## src/rtl/pp_read_sched.sv

```systemverilog
// ============================================================================
//  pp_read_sched : ping-pong BRAM read scheduler feeding matmul A operands.
//  Optional: define PP_RD_ERR_CHECK_EN to build the sticky protocol-error flag.
//  Rev 1.0
// ============================================================================
`default_nettype none

module pp_read_sched #(
  parameter int DATA_WIDTH   = 64,
  parameter int ADDR_WIDTH   = 4,
  parameter int W_ADDR_WIDTH = 4,
  parameter int INNER_BLOCKS = 2,
  parameter int ROW_PAIRS    = 2,
  parameter int COL_BLOCKS   = 2
) (
  input  logic                    clk,
  input  logic                    rst,
  input  logic [1:0]              bank_full,
  output logic [1:0]              bank_release,
  output logic [1:0]              rd_en,
  output logic [ADDR_WIDTH-1:0]   rd_addra,
  output logic [ADDR_WIDTH-1:0]   rd_addrb,
  input  logic [DATA_WIDTH-1:0]   bank0_douta,
  input  logic [DATA_WIDTH-1:0]   bank0_doutb,
  input  logic [DATA_WIDTH-1:0]   bank1_douta,
  input  logic [DATA_WIDTH-1:0]   bank1_doutb,
  output logic [DATA_WIDTH-1:0]   mat_a_even,
  output logic [DATA_WIDTH-1:0]   mat_a_odd,
  output logic [W_ADDR_WIDTH-1:0] w_addr,
  output logic                    mat_valid,
  input  logic                    mat_ready,
  input  logic                    systolic_finish,
  input  logic                    acc_done,
  output logic                    rd_bank,
  output logic                    busy,
  output logic                    err
);

  localparam int K_W = (INNER_BLOCKS > 1) ? $clog2(INNER_BLOCKS) : 1;
  localparam int C_W = (COL_BLOCKS > 1) ? $clog2(COL_BLOCKS) : 1;
  localparam int R_W = (ROW_PAIRS > 1) ? $clog2(ROW_PAIRS) : 1;
  localparam logic [K_W-1:0] K_LAST = K_W'(INNER_BLOCKS - 1);
  localparam logic [C_W-1:0] C_LAST = C_W'(COL_BLOCKS - 1);
  localparam logic [R_W-1:0] R_LAST = R_W'(ROW_PAIRS - 1);

  typedef enum logic [2:0] {
    IDLE, ISSUE, LOAD, HOLD, WAIT_FIN, WAIT_ACC, RELEASE
  } state_t;

  state_t                  state_q, state_d;
  logic [K_W-1:0]          k_q, k_d;
  logic [C_W-1:0]          col_q, col_d;
  logic [R_W-1:0]          row_q, row_d;
  logic                    rd_bank_q, rd_bank_d;
  logic [1:0]              rd_en_q, rd_en_d;
  logic [1:0]              bank_release_q, bank_release_d;
  logic                    mat_valid_q, mat_valid_d;
  logic [DATA_WIDTH-1:0]   mat_a_even_q, mat_a_even_d;
  logic [DATA_WIDTH-1:0]   mat_a_odd_q, mat_a_odd_d;
  logic [ADDR_WIDTH-1:0]   rd_addra_q, rd_addra_d;
  logic [ADDR_WIDTH-1:0]   rd_addrb_q, rd_addrb_d;
  logic [W_ADDR_WIDTH-1:0] w_addr_q, w_addr_d;
  logic                    acc_done_q, acc_done_d;
  logic                    acc_rise;
  logic                    acc_event;

  assign acc_rise   = acc_done & ~acc_done_q;
  assign acc_done_d = acc_done;

  always_comb begin
    state_d        = state_q;
    k_d            = k_q;
    col_d          = col_q;
    row_d          = row_q;
    rd_bank_d      = rd_bank_q;
    rd_en_d        = 2'b00;
    bank_release_d = 2'b00;
    mat_valid_d    = mat_valid_q;
    mat_a_even_d   = mat_a_even_q;
    mat_a_odd_d    = mat_a_odd_q;
    rd_addra_d     = rd_addra_q;
    rd_addrb_d     = rd_addrb_q;
    w_addr_d       = w_addr_q;
    acc_event      = 1'b0;

    case (state_q)
      IDLE: begin
        if (bank_full[rd_bank_q]) begin
          k_d     = '0;
          col_d   = '0;
          row_d   = '0;
          state_d = ISSUE;
        end
      end
      ISSUE: state_d = LOAD;
      LOAD: begin
        mat_a_even_d = rd_bank_q ? bank1_douta : bank0_douta;
        mat_a_odd_d  = rd_bank_q ? bank1_doutb : bank0_doutb;
        mat_valid_d  = 1'b1;
        state_d      = HOLD;
      end
      HOLD: begin
        if (mat_ready) begin
          mat_valid_d = 1'b0;
          state_d     = WAIT_FIN;
        end
      end
      WAIT_FIN: begin
        if (systolic_finish) begin
          if (k_q != K_LAST) begin
            k_d     = k_q + K_W'(1);
            state_d = ISSUE;
          end else begin
            k_d = '0;
            // An accumulation rise landing with the last tile finish is consumed here.
            if (acc_rise) acc_event = 1'b1;
            else          state_d   = WAIT_ACC;
          end
        end
      end
      WAIT_ACC: begin
        if (acc_rise) acc_event = 1'b1;
      end
      RELEASE: begin
        rd_bank_d = ~rd_bank_q;
        state_d   = IDLE;
      end
      default: state_d = IDLE;
    endcase

    if (acc_event) begin
      if ((row_q == R_LAST) && (col_q == C_LAST)) begin
        state_d = RELEASE;
      end else begin
        if (col_q == C_LAST) begin
          col_d = '0;
          row_d = row_q + R_W'(1);
        end else begin
          col_d = col_q + C_W'(1);
        end
        state_d = ISSUE;
      end
    end

    // Read strobe and addresses are registered so they line up with the ISSUE cycle.
    if (state_d == ISSUE) begin
      rd_en_d    = rd_bank_q ? 2'b10 : 2'b01;
      rd_addra_d = ADDR_WIDTH'(32'(k_d) + 32'(2 * INNER_BLOCKS) * 32'(row_d));
      rd_addrb_d = ADDR_WIDTH'(32'(k_d) + 32'(INNER_BLOCKS) * (32'(row_d) * 32'd2 + 32'd1));
      w_addr_d   = W_ADDR_WIDTH'(32'(k_d) + 32'(INNER_BLOCKS) * 32'(col_d));
    end
    if (state_d == RELEASE) begin
      bank_release_d = rd_bank_q ? 2'b10 : 2'b01;
    end
  end

  always_ff @(posedge clk or posedge rst) begin
    if (rst) begin
      state_q        <= IDLE;
      k_q            <= '0;
      col_q          <= '0;
      row_q          <= '0;
      rd_bank_q      <= 1'b0;
      rd_en_q        <= 2'b00;
      bank_release_q <= 2'b00;
      mat_valid_q    <= 1'b0;
      mat_a_even_q   <= '0;
      mat_a_odd_q    <= '0;
      rd_addra_q     <= '0;
      rd_addrb_q     <= '0;
      w_addr_q       <= '0;
      acc_done_q     <= 1'b0;
    end else begin
      state_q        <= state_d;
      k_q            <= k_d;
      col_q          <= col_d;
      row_q          <= row_d;
      rd_bank_q      <= rd_bank_d;
      rd_en_q        <= rd_en_d;
      bank_release_q <= bank_release_d;
      mat_valid_q    <= mat_valid_d;
      mat_a_even_q   <= mat_a_even_d;
      mat_a_odd_q    <= mat_a_odd_d;
      rd_addra_q     <= rd_addra_d;
      rd_addrb_q     <= rd_addrb_d;
      w_addr_q       <= w_addr_d;
      acc_done_q     <= acc_done_d;
    end
  end

`ifdef PP_RD_ERR_CHECK_EN
  logic err_q, err_d;
  logic acc_at_fin;

  assign acc_at_fin = (state_q == WAIT_FIN) && systolic_finish && (k_q == K_LAST);

  always_comb begin
    err_d = err_q;
    if (acc_rise && (state_q != WAIT_ACC) && !acc_at_fin) err_d = 1'b1;
    if ((state_q != IDLE) && !bank_full[rd_bank_q])       err_d = 1'b1;
  end

  always_ff @(posedge clk or posedge rst) begin
    if (rst) err_q <= 1'b0;
    else     err_q <= err_d;
  end

  assign err = err_q;
`else
  assign err = 1'b0;
`endif

  assign bank_release = bank_release_q;
  assign rd_en        = rd_en_q;
  assign rd_addra     = rd_addra_q;
  assign rd_addrb     = rd_addrb_q;
  assign mat_a_even   = mat_a_even_q;
  assign mat_a_odd    = mat_a_odd_q;
  assign w_addr       = w_addr_q;
  assign mat_valid    = mat_valid_q;
  assign rd_bank      = rd_bank_q;
  assign busy         = (state_q != IDLE);

endmodule

`default_nettype wire

```

## config.mk

```make
export PLATFORM = sky130hd
export DESIGN_NAME = pp_read_sched
export DESIGN_NICKNAME = d
export VERILOG_FILES = /design/src/rtl/pp_read_sched.sv
export SDC_FILE = /design/constraint.sdc
export NUM_CORES = 1
export LEC_CHECK = 0
export ABC_AREA = 0
export CAP_MARGIN = 20
export CORE_UTILIZATION = 24
export CTS_CLUSTER_DIAMETER = 120
export DETAILED_ROUTE_END_ITERATION = 10
export PLACE_DENSITY = 0.63
export SLEW_MARGIN = 0
export SYNTH_ARGS = -nofsm -noshare
export SYNTH_HDL_FRONTEND = slang
export SYNTH_SLANG_ARGS = --single-unit
```

## constraint.sdc

```tcl
create_clock -name clk -period 5.1 [get_ports clk]
set_input_delay 1.275 -clock clk [delete_from_list [all_inputs] [get_ports clk]]
set_output_delay 1.275 -clock clk [all_outputs]
set_load 0.05 [all_outputs]
```

# Word-level counts from Yosys, hierarchy flattened
# Index checks and enable logic that the tools add are counted.
[totals]
reg_bits = 153
out_inout_bits = 148
elab_cells = 74
[classes]
addsub = 7
order_cmp = 1
eq_ne = 9
muxes = 35
bitwise = 3
reduce_logical = 5
[ops]
columns = ["op", "count"]
rows = [
  ["64-bit 2-to-1 mux", 2],
  ["3-bit 2-to-1 mux", 7],
  ["1-bit 2-to-1 mux", 19],
  ["3-bit one-hot mux with 6 select lines", 1],
  ["3-bit equality test, second input constant", 4],
  ["3-bit by 1-bit equality test with 1-bit output, second input constant", 2],
  ["3-bit by 2-bit equality test with 1-bit output, second input constant", 2],
  ["2-bit 2-to-1 mux", 3],
  ["1-bit one-hot mux with 2 select lines", 3],
  ["1-bit by 3-bit adder with 4-bit output", 1],
  ["1-bit by 4-bit adder with 4-bit output", 1],
  ["1-bit adder, second input constant", 3],
  ["1-bit by 2-bit adder with 3-bit output", 1],
  ["2-bit by 1-bit adder with 3-bit output, second input constant", 1],
  ["3-bit zero test", 1],
  ["3-bit nonzero test", 1],
  ["1-bit by 2-bit less-than comparator with 1-bit output, second input constant", 1],
  ["2-bit inequality test, second input constant", 1],
  ["1-bit NOT", 2],
  ["2-bit AND reduction", 1],
  ["2-bit nonzero test", 1],
  ["1-bit bitwise AND", 1],
  ["1-bit logical AND", 1],
]

# Depth between registers and ports, before layout
# Gate-level depths: netlist (run 1).
[logic_depth]
depth_word = 9
mapped_depth = 6

# Least setup slack after synthesis (run 1)
# Ideal clock, no wire load.
[synth_path]
path_kind = "input to register"
start = "in systolic_finish"
end = "reg rd_addra_q[0] (netlist: rd_addra[0])"
arrival_ns = 2.453
path_slack_ns = 2.522
stages = 5
path_buffers = 0
cell_sequence = "or3b_1 -> a22o_1 -> nand2_1 -> nor3b_4 -> mux2_4"
[synth_between]
elab_chain_len = 4
word_cells_on_any_way = 9
classes_between = "1 x add/sub; 1 x eq/ne; 7 x mux"
[synth_rtl]
columns = ["item", "line_no", "source"]
rows = [
  ["start: declaration", "32", "input logic systolic_finish,"],
  ["3-bit 2-to-1 mux or 1-bit 2-to-1 mux (tied branches)", "109", "if (systolic_finish) begin"],
  ["3-bit one-hot mux with 6 select lines or 1-bit one-hot mux with 2 select lines (tied branches)", "86", "case (state_q)"],
  ["3-bit 2-to-1 mux", "131", "if (acc_event) begin"],
  ["3-bit by 1-bit equality test with 1-bit output", "146", "if (state_d == ISSUE) begin"],
  ["end signal: assignment", "184", "rd_addra_q <= rd_addra_d;"],
  ["end: declaration", "60", "logic [ADDR_WIDTH-1:0] rd_addra_q, rd_addra_d;"],
]
# Parallel ways exist; a longest one is shown, timed or not.
# A chain may end at the register's enable or synchronous reset.

# Worst setup path after layout (run 1)
[layout_path]
start = "reg rd_bank_q (netlist: rd_bank)"
end = "out rd_bank"
[layout_lines]
columns = ["item", "line_no", "source"]
rows = [
  ["start: declaration", "54", "logic rd_bank_q, rd_bank_d;"],
  ["start signal: assignment", "178", "rd_bank_q <= rd_bank_d;"],
  ["end: declaration", "34", "output logic rd_bank,"],
]
# No word-level cell between the ends.

==> results.toml, run 1 <==
[die]
coreArea_sq_mm = 0.0271
io_pins = 411
die_w_microns = 169
num_rows = 60
die_area_sq_mm = 0.0284
die_h_microns = 169
start_util = 0.246

[global_routing]
grt_max_degree = 258
grt.total_usage = 0.148
grt_overflow = 0
grt_pass1_vias = 6001
grt_antenna_before_repair = 0
grt_pass1_wl_microns = 32700

[synthesis]
syn_inst = 628
synth_seq_cells = 145
synthesis.area_sq_mm = 0.00666
synth_area_leader_cell = "dfrtp_1"
seq_area_frac_synth = 0.544
synth_top_cell_area_share = 0.544
synth_top_flop_cell = "dfrtp_1"
synth-edff-count = 0
avgSynthCellArea_sq_um = 10.6
ys_warn_count = 0
synth_cell_types = 34
async_reset_ff_frac = 1.00
synth.area.top_cells = "dfrtp_1 (54%), mux2i_1 (19%), a21oi_1 (9.8%)"

[placement]
routabilityCongestion = 0.755
dp_hpwl_microns = 15600
portBuffers = 404
dpl_cell_area_sq_mm = 0.0110
placedCellCount = 1361

[route]
avgRoutedWirePerCell_microns = 15.2
drt_iter0_drc = 300
num_vias = 5879
route.detailed.drc = 0
first_pass_iters = 4
routed_wl_microns = 21200
via_per_inst = 4.22
postRouteAntennaNets = 0

[setup_path]
reg2reg_from = "rd_bank"
cp-end-kind = "output pin"
r2r_slack_ns = 2.76
critPathMaxFanout = 39
cp_cell_sequence = "clkdlybuf4s50_1"
crit_family = "buffers and inverters"
path_buf_inv = 1
ff2ff_path_depth = 5
worstPathArrival_ns = 2.18
cpMaxStageDelayCell = "clkdlybuf4s50_1"
r2r_end = "w_addr[1]"
crit_start = "rd_bank"
critPathRequiredTime_ns = 3.83
start_kind = "flop"
cpPeakStageDelay_ns = 0.93
path_class = "reg -> out"

[worst_hold_path]
hp-start = "rd_addrb[1]"
min_to = "rd_addrb[1]"
timing.hold.worst.class = "reg -> reg"
min_path_cells = 1

[cts]
cts_max_level = 4
clock-root-buffer = "clkbuf_16"
clk_pin_slew_ns = 0.07
postCtsSetupRepairBufs = 0
cts_tree = "done"
hold_buffers = 0
clock_sinks = 145
cts_buffer_depth = 2
post_cts_resized = 0
numCtsBuffers = 17
insertion_delay_ns = 0.41

[pwr]
peakVddDrop_v = 0.000611
power_density_mw_per_mm2 = 736
p_total_w = 0.00857
p_leak_nw = 4.83

[timing]
fmax_mhz = 290
slew_viol_final = 0
setup_tns_ns = 0
finalClockSkew_ns = 0.0183
min_period_over_period = 0.677
final.min_clock_period_ns = 3.45
finalHoldViolCount = 0
setup_viol = 0
worst_slew_pin_slew_ns = 1.05
relSlewSlack = 0.298
rsz0062_at_grt = "false"

[run]
cap_violations = 0

[layout]
seqCellArea_sq_mm = 0.00363
multiInputGateArea_sq_mm = 0.00278
diodes = 0
stdcell_area_sq_mm = 0.0117
drive_gt1_frac = 0.0471
fin_nets = 1271
fill_cells = 2626
area_delta_synth_final_pct = 74.8
final-instance-count-excl-fill = 1392

[status]
status = "completed"
## kinds of logic after synthesis
family | after synthesis | share of synthesized area
AND/OR/NAND/NOR | 154 | 0.100
flip-flops | 145 | 0.544
AO/OA/AOI/OAI | 138 | 0.109
multiplexers | 133 | 0.202
buffers and inverters | 56 | 0.0421
XOR/XNOR | 1 | 0.00131
other | 1 | 0.000563
## Yosys cell counts, types with 2 or more instances
master / count
a21oi_1: 130
and3_1: 3
buf_1: 2
buf_2: 17
buf_4: 11
clkbuf_1: 23
dfrtp_1: 145
inv_1: 2
mux2_4: 3
mux2i_1: 128
nand2_1: 6
nand3_1: 2
nand3b_1: 2
nor2_1: 130
nor2b_1: 3
o21ai_0: 3
## state kept, by name, indices dropped and copies added, names as in the netlist
register	cells
rd_bank	1
w_addr	1
acc_done_q	1
rd_en	2
mat_valid	1
row_q	1
rd_addra	2
state_q	3
bank_release	2
mat_a_even	64
col_q	1
mat_a_odd	64
rd_addrb	1
k_q	1
## cell usage in the layout (no fill, tap or decap), types with 2 or more instances in the layout
cell type	Yosys	routed
nor2_1	130	130
conb_1	1	6
clkdlybuf4s50_1	0	404
clkinvlp_4	0	3
nor3b_4	1	2
inv_6	0	3
dfrtp_1	145	144
o21ai_0	3	3
clkbuf_16	0	17
nand2_1	6	6
bufinv_16	0	5
a21oi_1	130	130
nor2b_1	3	3
and3_1	3	3
mux2_4	3	3
nand3b_1	2	2
buf_12	0	2
mux2i_1	128	128
buf_4	11	4
nand3_1	2	2
## area by class of cell
class	instances	share of cell area
repair buffers	410	0.353
flip-flops and latches	145	0.312
multi-input cells	432	0.239
well taps	372	0.0399
clock buffers	19	0.0380
clock inverters	12	0.0176
inverters	2	0.000966
## layer usage
layer	GRT usage	part of all wire
met3	0.0524	0.082
met1	0.175	0.41
met4	0.0364	0.0097
met2	0.257	0.50
met5	0	0
## stage by stage
step	hold WS, ns	utilization	setup slack (ns)
5_1_grt	0.503	0.430	1.56
6_report	0.490	0.430	1.65
4_1_cts	0.492	0.430	1.59
3_5_place_dp	0.476	0.406	1.84
2_1_floorplan	0.502	-	2.01
3_3_place_gp	0.465	0.406	1.83
## worst max path at each step
stage,end,slack [ns],depth (start not counted)
2_1_floorplan,acc_done_q,2.01,1
3_3_place_gp,rd_addra[0],1.83,6
3_5_place_dp,rd_addra[0],1.84,6
4_1_cts,rd_bank,1.59,1
5_1_grt,rd_bank,1.56,1
6_report,rd_bank,1.65,1
## where the power goes
part | switching, W | internal, W | total, W
clock | 0.000510 | 0.000885 | 0.00140
sequential | 0.000374 | 0.00172 | 0.00209
combinational | 0.00328 | 0.00181 | 0.00509
total | 0.00416 | 0.00441 | 0.00857
(Power assumes the default switching activity.)
==> run 2: changes to the inputs <==
- PLACE_DENSITY: 0.63 -> 0.61
- clock period: 5.1 -> 3.55 ns (I/O delays scaled with it)
==> results.toml, run 2 (synthesis gave the netlist of run 1 again) <==
[layout]
final_cell_mix = "clkdlybuf4s50_1 (404), dfrtp_1 (144), nor2_1 (130), a21oi_1 (130), mux2i_1 (128)"
diodes = 0
fin_nets = 1273
mostFrequentLayoutCell = "clkdlybuf4s50_1"
drive_gt1_frac = 0.0480
area_delta_synth_final_pct = 75.8
stdcell_area_sq_mm = 0.0117

[worst_hold_path]
timing.hold.worst.class = "reg -> reg"

[setup_path]
critPathMaxFanout = 8
cpPeakStageDelay_ns = 0.81
cp_cell_sequence = "inv_1 > nand2_1 > clkdlybuf4s50_1"
worstPathArrival_ns = 1.98
critPathRequiredTime_ns = 2.66
path_class = "reg -> out"
start_kind = "flop"
cpMaxStageDelayCell = "clkdlybuf4s50_1"
crit_family = "buffers and inverters"
path_buf_inv = 2
cp-end-kind = "output pin"

[route]
route.detailed.drc = 0
first_pass_iters = 5
avgRoutedWirePerCell_microns = 15.1
num_vias = 5876
postRouteAntennaNets = 0
drt_iter0_drc = 252
routed_wl_microns = 21100
via_per_inst = 4.22

[pwr]
power_frac_comb = 0.601
p_int_w = 0.00642
p_seq_frac = 0.234
peakVddDrop_v = 0.000560
power_density_mw_per_mm2 = 1060
p_leak_nw = 4.86
clkPwrFrac = 0.165
switching_share = 0.483
switchingPower_w = 0.00599

[cts]
cts_buffer_depth = 2
clk_pin_slew_ns = 0.07
post_cts_resized = 0
insertion_delay_ns = 0.41
postCtsSetupRepairBufs = 0
cts_max_level = 4
numCtsBuffers = 17
clock_sinks = 145
clock-root-buffer = "clkbuf_16"
cts_tree = "done"
hold_buffers = 0

[timing]
final.min_clock_period_ns = 2.86
finalHoldViolCount = 0
relSlewSlack = 0.592
setup_tns_ns = 0
setup_viol = 0
holdWs_ns = 0.487
min_period_over_period = 0.807
worst_slew_pin_slew_ns = 0.611
rsz0062_at_grt = "false"
finalClockSkew_ns = 0.0106
fmax_mhz = 349
slew_viol_final = 0

[global_routing]
grt.total_usage = 0.146
grt_pass1_wl_microns = 32200
grt_pass1_vias = 5904
grt_antenna_before_repair = 0
grt_overflow = 0
grt_max_degree = 125

[die]
die_h_microns = 169
die_area_sq_mm = 0.0284
coreArea_sq_mm = 0.0271
num_rows = 60
io_pins = 411
die_w_microns = 169
start_util = 0.246

[run]
cap_violations = 0

[placement]
dp_hpwl_microns = 15800
portBuffers = 404
routabilityCongestion = 0.768
dpl_cell_area_sq_mm = 0.0111

[status]
status = "completed"
run 2: cell types whose count changed in the layout (fill, tap and decap cells not counted), sizes merged:
cell / previous run / this run
clkinvlp: 3 / 2
clkbuf: 19 / 18
buf: 6 / 8
bufinv: 5 / 6
run 2: metal layers:
layer | vias to the layer above | GRT usage | routed length [microns]
met3 | 15 | 0.0477 | 1770
li1 | 2922 | - | -
met4 | 0 | 0.0395 | 261
met2 | 252 | 0.258 | 10600
met1 | 2687 | 0.170 | 8450
met5 | - | 0 | 0
run 2: final timing paths:
path | from | to | slack, ns | depth (start not counted)
max | state_q[2] | busy | 0.69 | 3
min | rd_addrb[1] | rd_addrb[1] | 0.49 | 1
max reg2reg | rd_bank | rd_addra[0] | 1.27 | 6
min reg2reg | rd_addrb[1] | rd_addrb[1] | 0.49 | 1
max in group asynchronous | rst | mat_a_odd[31] | 1.89 | 3
min in group asynchronous | rst | mat_a_even[24] | 0.90 | 2
run 2: per-stage QoR:
stage               setup slack [ns]  cells  utilization  total power (W)
CTS                            0.661   1393        0.432           0.0126
global route                   0.609   1393        0.432           0.0131
finish                         0.687   1393        0.432           0.0124
floorplan                      0.843    633            -          0.00798
global placement               0.671   1363        0.408           0.0104
detailed placement             0.656   1363        0.408           0.0105
run 2: area by class of cell:
type                            count  area (sq um)
Clock buffer                       18           429
Clock inverter                     12           231
Fill cell                        2656         15400
Inverter                            2          11.3
Multi-Input combinational cell    432          2780
Sequential cell                   145          3630
Tap cell                          372           465
Timing Repair Buffer              412          4170
run 2: power by group through the flow:
stage	registers, W	clock network, W	logic [W]
final	0.00290	0.00205	0.00745
after global routing	0.00301	0.00218	0.00794
after CTS	0.00291	0.00213	0.00755
after detailed placement	0.00293	0	0.00754
after global placement	0.00289	0	0.00749
after floorplan	0.00546	0	0.00253
run 2: worst reg2reg max path, cell delays in order, from the launching register on:
cell,delay [ns]
dfrtp_4,0.40
buf_4,0.38
mux2_1,0.25
nand3_1,0.16
and3_1,0.28
nor3b_4,0.36
mux2_4,0.33
